`src/rtl/mdu_pkg.sv`:
```
// Shared types and op-class decoders for the EX-stage multiply/divide unit.
package mdu_pkg;

  typedef enum logic [2:0] {
    MDU_MUL    = 3'd0,
    MDU_MULH   = 3'd1,
    MDU_MULHSU = 3'd2,
    MDU_MULHU  = 3'd3,
    MDU_DIV    = 3'd4,
    MDU_DIVU   = 3'd5,
    MDU_REM    = 3'd6,
    MDU_REMU   = 3'd7
  } mduop_t;

  typedef enum logic [1:0] {
    ST_IDLE = 2'd0,
    ST_MUL  = 2'd1,
    ST_DIV  = 2'd2,
    ST_DONE = 2'd3
  } mdu_state_t;

  function automatic logic is_div(input mduop_t op);
    return op[2];
  endfunction

  // MUL keeps only the low half, so operand signedness does not affect it.
  function automatic logic is_signed_a(input mduop_t op);
    return (op == MDU_MULH) || (op == MDU_MULHSU) || (op == MDU_DIV) || (op == MDU_REM);
  endfunction

  function automatic logic is_signed_b(input mduop_t op);
    return (op == MDU_MULH) || (op == MDU_DIV) || (op == MDU_REM);
  endfunction

  function automatic logic want_high(input mduop_t op);
    return (op == MDU_MULH) || (op == MDU_MULHSU) || (op == MDU_MULHU);
  endfunction

  function automatic logic want_rem(input mduop_t op);
    return (op == MDU_REM) || (op == MDU_REMU);
  endfunction

endpackage

```
`src/rtl/mdu_div_step.sv`:
```
// One restoring-division step: shift the next dividend bit into the partial
// remainder and subtract the divisor when it fits.
module mdu_div_step #(
  parameter int XLEN = 32
) (
  input  logic [XLEN-1:0] i_rem,
  input  logic [XLEN-1:0] i_quot,
  input  logic [XLEN-1:0] i_divisor,
  output logic [XLEN-1:0] o_rem,
  output logic [XLEN-1:0] o_quot
);

  logic [XLEN:0] w_shift;
  logic [XLEN:0] w_diff;

  // Remainder stays below the divisor, so the shifted value fits XLEN+1 bits
  // and the top bit of the difference is a clean borrow flag.
  assign w_shift = {i_rem, i_quot[XLEN-1]};
  assign w_diff  = w_shift - {1'b0, i_divisor};

  always_comb begin
    o_rem  = w_shift[XLEN-1:0];
    o_quot = {i_quot[XLEN-2:0], 1'b0};
    if (!w_diff[XLEN]) begin
      o_rem  = w_diff[XLEN-1:0];
      o_quot = {i_quot[XLEN-2:0], 1'b1};
    end
  end

endmodule

```
`src/rtl/ex_mdu_unit.sv`:
```
// Iterative RV32M/RV64M multiply/divide unit: shift-add multiplier, restoring
// divider, single-op-in-flight valid/ready handshake with sideband passthrough.
module ex_mdu_unit
  import mdu_pkg::*;
#(
  parameter int XLEN      = 32,
  parameter int MUL_RADIX = 2,
  parameter int SB_W      = 8
) (
  input  logic             clk,
  input  logic             arst_n,
  input  logic             in_valid,
  output logic             in_ready,
  input  mduop_t           in_op,
  input  logic [XLEN-1:0]  in_a,
  input  logic [XLEN-1:0]  in_b,
  input  logic [SB_W-1:0]  in_sb,
  input  logic             flush,
  output logic             out_valid,
  input  logic             out_ready,
  output logic [XLEN-1:0]  out_res,
  output logic [SB_W-1:0]  out_sb,
  output logic             busy,
  output mdu_state_t       dbg_state
);

  // Handshake: a transfer happens on a rising edge where valid && ready; the
  // producer holds its payload until then, and flush cancels without transfer.

  localparam int DW = 2 * XLEN;
  localparam int CW = $clog2(XLEN) + 1;
  localparam logic [CW-1:0] MUL_LAST = CW'(XLEN / MUL_RADIX - 1);
  localparam logic [CW-1:0] DIV_LAST = CW'(XLEN - 1);
  localparam logic [XLEN-1:0] INT_MIN = {1'b1, {(XLEN-1){1'b0}}};

  mdu_state_t      r_state;
  logic [CW-1:0]   r_cnt;
  mduop_t          r_op;
  logic [DW-1:0]   r_acc;
  logic [DW-1:0]   r_mcand;
  logic [XLEN-1:0] r_mplier;
  logic [XLEN-1:0] r_rem;
  logic [XLEN-1:0] r_quot;
  logic [XLEN-1:0] r_divisor;
  logic            r_neg_q;
  logic            r_neg_r;
  logic [XLEN-1:0] r_res;
  logic [SB_W-1:0] r_sb;

  logic            w_a_neg;
  logic            w_b_neg;
  logic [XLEN-1:0] w_a_mag;
  logic [XLEN-1:0] w_b_mag;
  logic [DW-1:0]   w_a_ext;
  logic [DW-1:0]   w_acc_init;
  logic            w_b_zero;
  logic            w_ovf;
  logic [XLEN-1:0] w_fast_res;
  logic [DW-1:0]   w_acc_nxt;
  logic [XLEN-1:0] w_mul_res;
  logic [XLEN-1:0] w_rem_nxt;
  logic [XLEN-1:0] w_quot_nxt;
  logic [XLEN-1:0] w_div_res;
  logic            w_last;

  assign w_a_neg  = is_signed_a(in_op) & in_a[XLEN-1];
  assign w_b_neg  = is_signed_b(in_op) & in_b[XLEN-1];
  assign w_a_mag  = w_a_neg ? (~in_a) + XLEN'(1) : in_a;
  assign w_b_mag  = w_b_neg ? (~in_b) + XLEN'(1) : in_b;
  assign w_a_ext  = {{XLEN{w_a_neg}}, in_a};
  assign w_b_zero = (in_b == '0);
  assign w_ovf    = is_signed_a(in_op) && (in_a == INT_MIN) && (in_b == '1);

  // Only the low XLEN multiplier bits are iterated; a negative signed b
  // contributes -a * 2^XLEN, which is preloaded into the accumulator.
  assign w_acc_init = w_b_neg ? ({DW{1'b0}} - {w_a_ext[XLEN-1:0], {XLEN{1'b0}}}) : '0;

  assign w_fast_res = want_rem(in_op) ? (w_b_zero ? in_a : '0)
                                      : (w_b_zero ? '1 : in_a);

  always_comb begin
    w_acc_nxt = r_acc;
    for (int k = 0; k < MUL_RADIX; k++) begin
      if (r_mplier[k]) w_acc_nxt = w_acc_nxt + (r_mcand << k);
    end
  end

  assign w_mul_res = want_high(r_op) ? w_acc_nxt[DW-1:XLEN] : w_acc_nxt[XLEN-1:0];

  mdu_div_step #(.XLEN(XLEN)) u_div_step (
    .i_rem     (r_rem),
    .i_quot    (r_quot),
    .i_divisor (r_divisor),
    .o_rem     (w_rem_nxt),
    .o_quot    (w_quot_nxt)
  );

  assign w_div_res = want_rem(r_op)
                   ? (r_neg_r ? (~w_rem_nxt) + XLEN'(1) : w_rem_nxt)
                   : (r_neg_q ? (~w_quot_nxt) + XLEN'(1) : w_quot_nxt);

  assign w_last = (r_cnt == ((r_state == ST_DIV) ? DIV_LAST : MUL_LAST));

  always_ff @(posedge clk or negedge arst_n) begin
    if (!arst_n) begin
      r_state   <= ST_IDLE;
      r_cnt     <= '0;
      r_op      <= MDU_MUL;
      r_acc     <= '0;
      r_mcand   <= '0;
      r_mplier  <= '0;
      r_rem     <= '0;
      r_quot    <= '0;
      r_divisor <= '0;
      r_neg_q   <= 1'b0;
      r_neg_r   <= 1'b0;
      r_res     <= '0;
      r_sb      <= '0;
    end else if (flush) begin
      r_state <= ST_IDLE;
    end else begin
      case (r_state)
        ST_IDLE: begin
          if (in_valid) begin
            r_op  <= in_op;
            r_sb  <= in_sb;
            r_cnt <= '0;
            if (is_div(in_op)) begin
              if (w_b_zero || w_ovf) begin
                r_res   <= w_fast_res;
                r_state <= ST_DONE;
              end else begin
                r_rem     <= '0;
                r_quot    <= w_a_mag;
                r_divisor <= w_b_mag;
                r_neg_q   <= w_a_neg ^ w_b_neg;
                r_neg_r   <= w_a_neg;
                r_state   <= ST_DIV;
              end
            end else begin
              r_acc    <= w_acc_init;
              r_mcand  <= w_a_ext;
              r_mplier <= in_b;
              r_state  <= ST_MUL;
            end
          end
        end
        ST_MUL: begin
          r_acc    <= w_acc_nxt;
          r_mcand  <= r_mcand << MUL_RADIX;
          r_mplier <= r_mplier >> MUL_RADIX;
          r_cnt    <= r_cnt + CW'(1);
          if (w_last) begin
            r_res   <= w_mul_res;
            r_state <= ST_DONE;
          end
        end
        ST_DIV: begin
          r_rem  <= w_rem_nxt;
          r_quot <= w_quot_nxt;
          r_cnt  <= r_cnt + CW'(1);
          if (w_last) begin
            r_res   <= w_div_res;
            r_state <= ST_DONE;
          end
        end
        ST_DONE: begin
          if (out_ready) r_state <= ST_IDLE;
        end
        default: r_state <= ST_IDLE;
      endcase
    end
  end

  assign in_ready  = (r_state == ST_IDLE);
  assign out_valid = (r_state == ST_DONE);
  assign busy      = (r_state != ST_IDLE);
  assign out_res   = r_res;
  assign out_sb    = r_sb;
  assign dbg_state = r_state;

endmodule

```
`config.mk`:
```
export PLATFORM = sky130hd
export DESIGN_NAME = ex_mdu_unit
export DESIGN_NICKNAME = d
export VERILOG_FILES = /design/src/rtl/mdu_pkg.sv /design/src/rtl/mdu_div_step.sv /design/src/rtl/ex_mdu_unit.sv
export SDC_FILE = /design/constraint.sdc
export NUM_CORES = 1
export LEC_CHECK = 0
export ABC_CLOCK_PERIOD_IN_PS = 7200
export BUFFER_PORTS_ARGS = -buffer_cell sky130_fd_sc_hd__clkbuf_2
export CORE_UTILIZATION = 45
export CTS_CLUSTER_SIZE = 40
export DETAILED_ROUTE_END_ITERATION = 16
export PLACE_DENSITY_LB_ADDON = 0.25
export SLEW_MARGIN = 20
export SYNTH_ARGS = -nofsm -noshare
export SYNTH_HDL_FRONTEND = slang
export SYNTH_SLANG_ARGS = --single-unit
```
`constraint.sdc`:
```
create_clock -name clk -period 7.2 [get_ports clk]
set_clock_uncertainty 0.05 [all_clocks]
set_input_delay 2.16 -clock clk [delete_from_list [all_inputs] [get_ports clk]]
set_output_delay 2.16 -clock clk [all_outputs]
set_load 0.005 [all_outputs]
```
### Yosys cells after proc, flatten, opt, wreduce, memory -nomap -nowiden

Index checks and enable logic that the tools add are counted.

| cells by class | value |
|---|---|
| $add $sub $neg | 9 |
| eq/ne operators | 26 |
| multiplexer cells | 47 |
| bitwise gates (word level) | 9 |
| reductions and logical operators | 27 |

Operators with widths:

| kind | count |
|---|---|
| 2-to-1 mux 32 bit | 23 |
| 2-to-1 mux 64 bit | 7 |
| one-hot mux 64 bit (2 select lines) | 2 |
| one-hot mux 32 bit (2 select lines) | 3 |
| adder 32 x 1 -> 32 bit (second input constant) | 4 |
| adder 64 bit | 2 |
| inverter 32 bit | 4 |
| one-hot mux 32 bit (3 select lines) | 1 |
| == test 32 bit (second input constant) | 2 |
| subtractor 1 x 64 -> 64 bit (first input constant) | 1 |
| subtractor 33 x 32 -> 33 bit | 1 |
| logical NOT 32 bit | 1 |
| == test 3 bit (second input constant) | 5 |
| one-hot mux 6 bit (2 select lines) | 1 |
| logical OR 1 bit | 10 |
| 2-to-1 mux 2 bit | 5 |
| inequality test 2 bit (second input constant) | 5 |
| AND reduction 5 bit | 2 |
| == test 3 x 2 -> 1 bit (second input constant) | 3 |
| AND reduction 3 bit | 3 |
| nonzero test 2 bit | 4 |
| AND reduction 7 bit | 1 |
| adder 6 x 1 -> 6 bit (second input constant) | 1 |
| == test 3 x 1 -> 1 bit (second input constant) | 2 |
| 18 further kinds | 25 |

| storage, ports and cells | value |
|---|---|
| register bits | 309 |
| output and inout bits | 45 |
| word-level logic and storage cells | 131 |

### Longest topological paths before layout

| logic depth | value |
|---|---|
| depth in word-level cells | 12 |
| gate-level depth with buffers | 27 |
| mapped depth without buffers | 27 |

### Modules after synthesis

A second synthesis with hierarchy kept.

| second synthesis, totals | value |
|---|---|
| cells, all modules | 3757 |
| area, all modules | 29109.2 um^2 |

By module, submodules not included:

| module | instances | cells each | area each (um^2) | sequential area each (um^2) |
|---|---|---|---|---|
| ex_mdu_unit | 1 | 3421 | 26517.9 | 7732.4 |
| mdu_div_step | 1 | 336 | 2591.2 | 0.0 |

### Least setup slack after synthesis

No wires, ideal clock.

| timing | value |
|---|---|
| path type | register to register |
| start | register r_mcand[0] |
| end | register r_res[16], in the netlist out_res[16] |
| data arrival time | 5.346 ns |
| slack | 1.700 ns |
| cell stages (with the launch flop) | 26 |
| path buffers | 1 |
| period minus slack after synthesis | 5.500 ns |
| path through | dfrtp_1 -> ha_1 -> inv_1 -> fa_1 -> nor2b_1 -> o31a_1 -> o31ai_1 -> a211o_1 -> and3_1 -> o21ai_0 -> xor2_1 -> mux2_2 -> ha_1 -> clkbuf_1 -> nand2_1 -> a21oi_1 -> a21boi_0 -> nor2b_1 -> a311oi_1 -> o2111ai_1 -> o21ai_0 -> a41oi_1 -> xor2_1 -> and3_1 -> or4_1 -> a221oi_1 |

| on the way | value |
|---|---|
| cells in the longest elaborated chain, start to end | 7 |

RTL lines:

| what | RTL line | source |
|---|---|---|
| start: declaration | ex_mdu_unit.sv:40 | `logic [DW-1:0] r_mcand;` |
| start signal: assignment | ex_mdu_unit.sv:142 | `r_mcand <= w_a_ext;` |
| start signal: assignment | ex_mdu_unit.sv:150 | `r_mcand <= r_mcand << MUL_RADIX;` |
| adder 64 bit | ex_mdu_unit.sv:84 | `if (r_mplier[k]) w_acc_nxt = w_acc_nxt + (r_mcand << k);` |
| 2-to-1 mux 64 bit | ex_mdu_unit.sv:84 |  |
| adder 64 bit | ex_mdu_unit.sv:84 |  |
| 2-to-1 mux 64 bit * | ex_mdu_unit.sv:84 |  |
| 2-to-1 mux 32 bit * | ex_mdu_unit.sv:88 | `assign w_mul_res = want_high(r_op) ? w_acc_nxt[DW-1:XLEN] : w_acc_nxt[XLEN-1:0];` |
| 2-to-1 mux 32 bit * | ex_mdu_unit.sv:153 | `if (w_last) begin` |
| one-hot mux 32 bit (3 select lines) * | ex_mdu_unit.sv:122 | `case (r_state)` |
| end signal: assignment | ex_mdu_unit.sv:130 | `r_res <= w_fast_res;` |
| end signal: assignment | ex_mdu_unit.sv:154 | `r_res <= w_mul_res;` |
| end signal: assignment | ex_mdu_unit.sv:163 | `r_res <= w_div_res;` |
| end: declaration | ex_mdu_unit.sv:47 | `logic [XLEN-1:0] r_res;` |

Mark *: on every way between the ends. The rest lies on a longest branch, timed or not. The select of a mux whose other input is x is not followed.
A chain may end at the register's enable or synchronous reset.

### Worst setup path after layout

| timing | value |
|---|---|
| start | register r_mcand[0] |
| end | register r_acc[62] |

| on the way | value |
|---|---|
| cells in the longest elaborated chain, start to end | 5 |

RTL lines:

| what | RTL line | source |
|---|---|---|
| adder 64 bit | ex_mdu_unit.sv:84 |  |
| 2-to-1 mux 64 bit | ex_mdu_unit.sv:84 |  |
| adder 64 bit | ex_mdu_unit.sv:84 |  |
| 2-to-1 mux 64 bit * | ex_mdu_unit.sv:84 |  |
| one-hot mux 64 bit (2 select lines) * | ex_mdu_unit.sv:122 |  |
| end signal: assignment | ex_mdu_unit.sv:141 | `r_acc <= w_acc_init;` |
| end signal: assignment | ex_mdu_unit.sv:149 | `r_acc <= w_acc_nxt;` |
| end: declaration | ex_mdu_unit.sv:39 | `logic [DW-1:0] r_acc;` |

Mark *: on every way between the ends. The rest lies on a longest branch, timed or not.

==> impl_results.md <==
- RSZ-0062 raised after global routing: false
- Hold path cells: 2
- # IOs: 125
- Async set or reset register ratio after synthesis: 100%
- Worst path required time: 7660 ps
- CTS Buffer Depth: 3
- Max cap viols: 0
- DRC errors left: 0
- Initial Util: 45.8%
- Die Span X: 256 um
- Status: completed
- Crit path cell chain: ha_1 -> inv_1 -> fa_1 -> nor2b_1 -> o31a_1 -> o31ai_1 -> a211o_1 -> a21oi_1 -> nor2b_1 -> xnor2_1 -> mux2_2 -> ha_1 -> and4_1 -> nand3_1 -> nor4_1 -> a211oi_1 -> o41ai_1 -> a31oi_1 -> a211oi_1 -> nor3_1 -> nand3b_1 -> a311oi_1 -> a21o_1
- Max incr delay on CP: 850 ps
- Die Y: 256 um
- # fillers: 6290
- Sequential share of the synthesized area: 26.6%
- Tot GR Track Use: 33.1%
- Netlist cell types: 91
- CP Max Fanout: 6
- Tmin final: 6670 ps
- Final setup viols: 0
- Most frequent cells in the layout: nand2_1 (522), o21ai_0 (399), a21oi_1 (336), dfrtp_1 (307), nor2_1 (252)
- Vias post-DR: 29100
- Grt total ovfl: 0
- Site Rows: 92
- IO Port Bufs: 124
- Core region area: 63400 um^2
- Largest net degree at the start of global routing: 131
- Area Overhead vs Synth: 8.56%
- CP Launch Type: flip-flop
- Clock Latency Late Sink: 590 ps
- Antenna Nets Post-Route: 0
- Slew headroom: 18.1%
- Register bit total from synthesis: 309
- Share of cells above drive strength 1: 9.69%
- First-pass GRT wire length: 168000 um
- P per Cell Area: 475 nW/um^2
- HP Class: reg -> reg
- Tcrit/Tclk final: 92.7%
- DR WL/cell: 24.2 um
- Initial DRC Count: 3334
- Num CTS Buffers: 41
- Leakage: 0.0139 uW
- Hold WS: 425 ps
- Syn nets: 4006
- Sink Count: 309
- Power, Total: 15000 uW
- H-Tree Depth: 2
- Area of the multi-input gates: 20000 um^2
- Top post-synthesis cells by area: dfrtp_1 (27%), ha_1 (7.2%), o21ai_0 (6.9%)
- FF/Latch Area: 7730 um^2
- CTS Hold Bufs: 0
- Syn Inst Count: 3756
- Vias in the first global route: 27000
- Post-DP HPWL: 85200 um
- Synth area leader: dfrtp_1
- Area post-placement: 30300 um^2
- Post-CTS setup buffer count: 0
- Wirelength, routed: 111000 um
- Ys Warns: 0
- CTS resizes: 0
- Via density per instance: 6.31
- Drt first pass iters: 8
- Final Hold Vio Count: 0
- TritonCTS clock tree: yes
- FMAX: 150 MHz
- Number of synthesized flops with an enable pin: 0
- Commonest non-fill, non-tap cell in the layout: nand2_1
- Worst-Margin Slew: 1220 ps
- CP arrival: 7130 ps
- Finished Cell Area: 31600 um^2
- Syn_area_per_cell: 7.74 um^2
- Slew Viols, Final: 0
- CP max stage cell: o41ai_1
- Nets: 3979
- Synth Flop Type: dfrtp_1
- R2R cell count: 23
- WS Path Type: reg -> reg
- Clk slew on worst S/H paths: 50 ps
- Yosys top cell area share: 26.6%
- Peak VDD IR: 0.000239 V
- CTS Root Cell: clkbuf_16
- Crit. End Element: flip-flop
- Synth Cell Area: 29100 um^2
- Setup TNS: 0 ps
- Die area: 65600 um^2
- Gpl congestion: 1.03
- Initial antenna violation count: 6
stage by stage:
stage	setup WS [ps]	util, %	std cells
after floorplan	1700	-	3756
after global placement	325	47.7	4532
after detailed placement	287	47.7	4532
after CTS	641	49.8	4602
after global routing	40.3	49.8	4602
final	526	49.8	4603
kinds of logic after synthesis:
family | Yosys count | share of synthesized area (%)
DFF | 309 | 26.6
AOI/OAI and AO/OA | 1270 | 27.2
xor gates and xnor gates | 261 | 7.86
and+or+nand+nor | 1194 | 18.9
adders and majority gates | 201 | 8.46
buffers and inverters | 357 | 4.99
muxes | 164 | 5.92
power by group:
part           switching [uW]  internal, uW  leakage [uW]  total (uW)
Clock                     843          1220      0.000648        2060
Sequential                933          2440       0.00393        3370
Combinational            6110          3460       0.00931        9580
Total                    7890          7120        0.0139       15000
metal layers:
layer / GRT usage, % / routed length [um] / vias to the layer above / share of wire, %
met2: 51.9 / 49400 / 1286 / 44
met1: 43.4 / 46600 / 13900 / 42
met3: 6.45 / 9270 / 258 / 8.3
met5: 0 / 50 / - / 0.045
li1: - / - / 13600 / -
met4: 16.5 / 5860 / 8 / 5.3
flip-flops by register name, indices dropped and copies added (netlist names):
register   flops
r_neg_r        1
r_divisor     32
r_rem         32
out_sb         8
r_op           3
r_acc         64
dbg_state      2
r_quot        32
out_res       32
r_neg_q        1
r_mplier      32
r_mcand       64
r_cnt          6
cell usage after synthesis (31+ instances only):
cell,count
nand2_1,523
o21ai_0,399
a21oi_1,336
dfrtp_1,309
nor2_1,254
clkbuf_1,212
ha_1,167
xnor2_1,146
xor2_1,115
inv_1,108
mux2i_1,99
a21o_1,90
mux2_2,65
nor3_1,62
o31ai_1,59
nand3_1,54
or3_1,54
nand4_1,53
o211ai_1,52
a31oi_1,44
nor4_1,34
a221oi_1,32
a211oi_1,31
maj3_1,31
final timing paths:
path | start | end | slack [ps]
setup / recovery | r_mcand[0]$_DFFE_PN0P_ | r_acc[62]$_DFFE_PN0P_ | 530
min in group asynchronous | arst_n | r_mcand[7]$_DFFE_PN0P_ | 1500
hold reg to reg | out_sb[3]$_DFFE_PN0P_ | out_sb[3]$_DFFE_PN0P_ | 420
max in group asynchronous | arst_n | r_mcand[42]$_DFFE_PN0P_ | 4240
setup reg to reg | r_mcand[0]$_DFFE_PN0P_ | r_acc[62]$_DFFE_PN0P_ | 530
hold / removal | out_sb[3]$_DFFE_PN0P_ | out_sb[3]$_DFFE_PN0P_ | 420
final cells by class:
class                      count  area share [%]
clock inverter                11           0.377
multi-input combinational   3090            63.3
tap                          846            3.35
sequential                   309            24.5
timing repair buffer         179            3.42
inverter                     108            1.28
antenna                        1         0.00793
clock buffer                  59            3.79
worst max-delay path: cells and delay by family, from the launching register on:
family,cells,cell delay (ps)
AO/OA/AOI/OAI,10,3450
multiplexers,1,280
XOR/XNOR,1,130
buffers and inverters,1,60
AND/OR/NAND/NOR,7,1270
flip-flops,1,390
adder cells (fa/ha/maj),3,990
(Power assumes the default switching activity.)
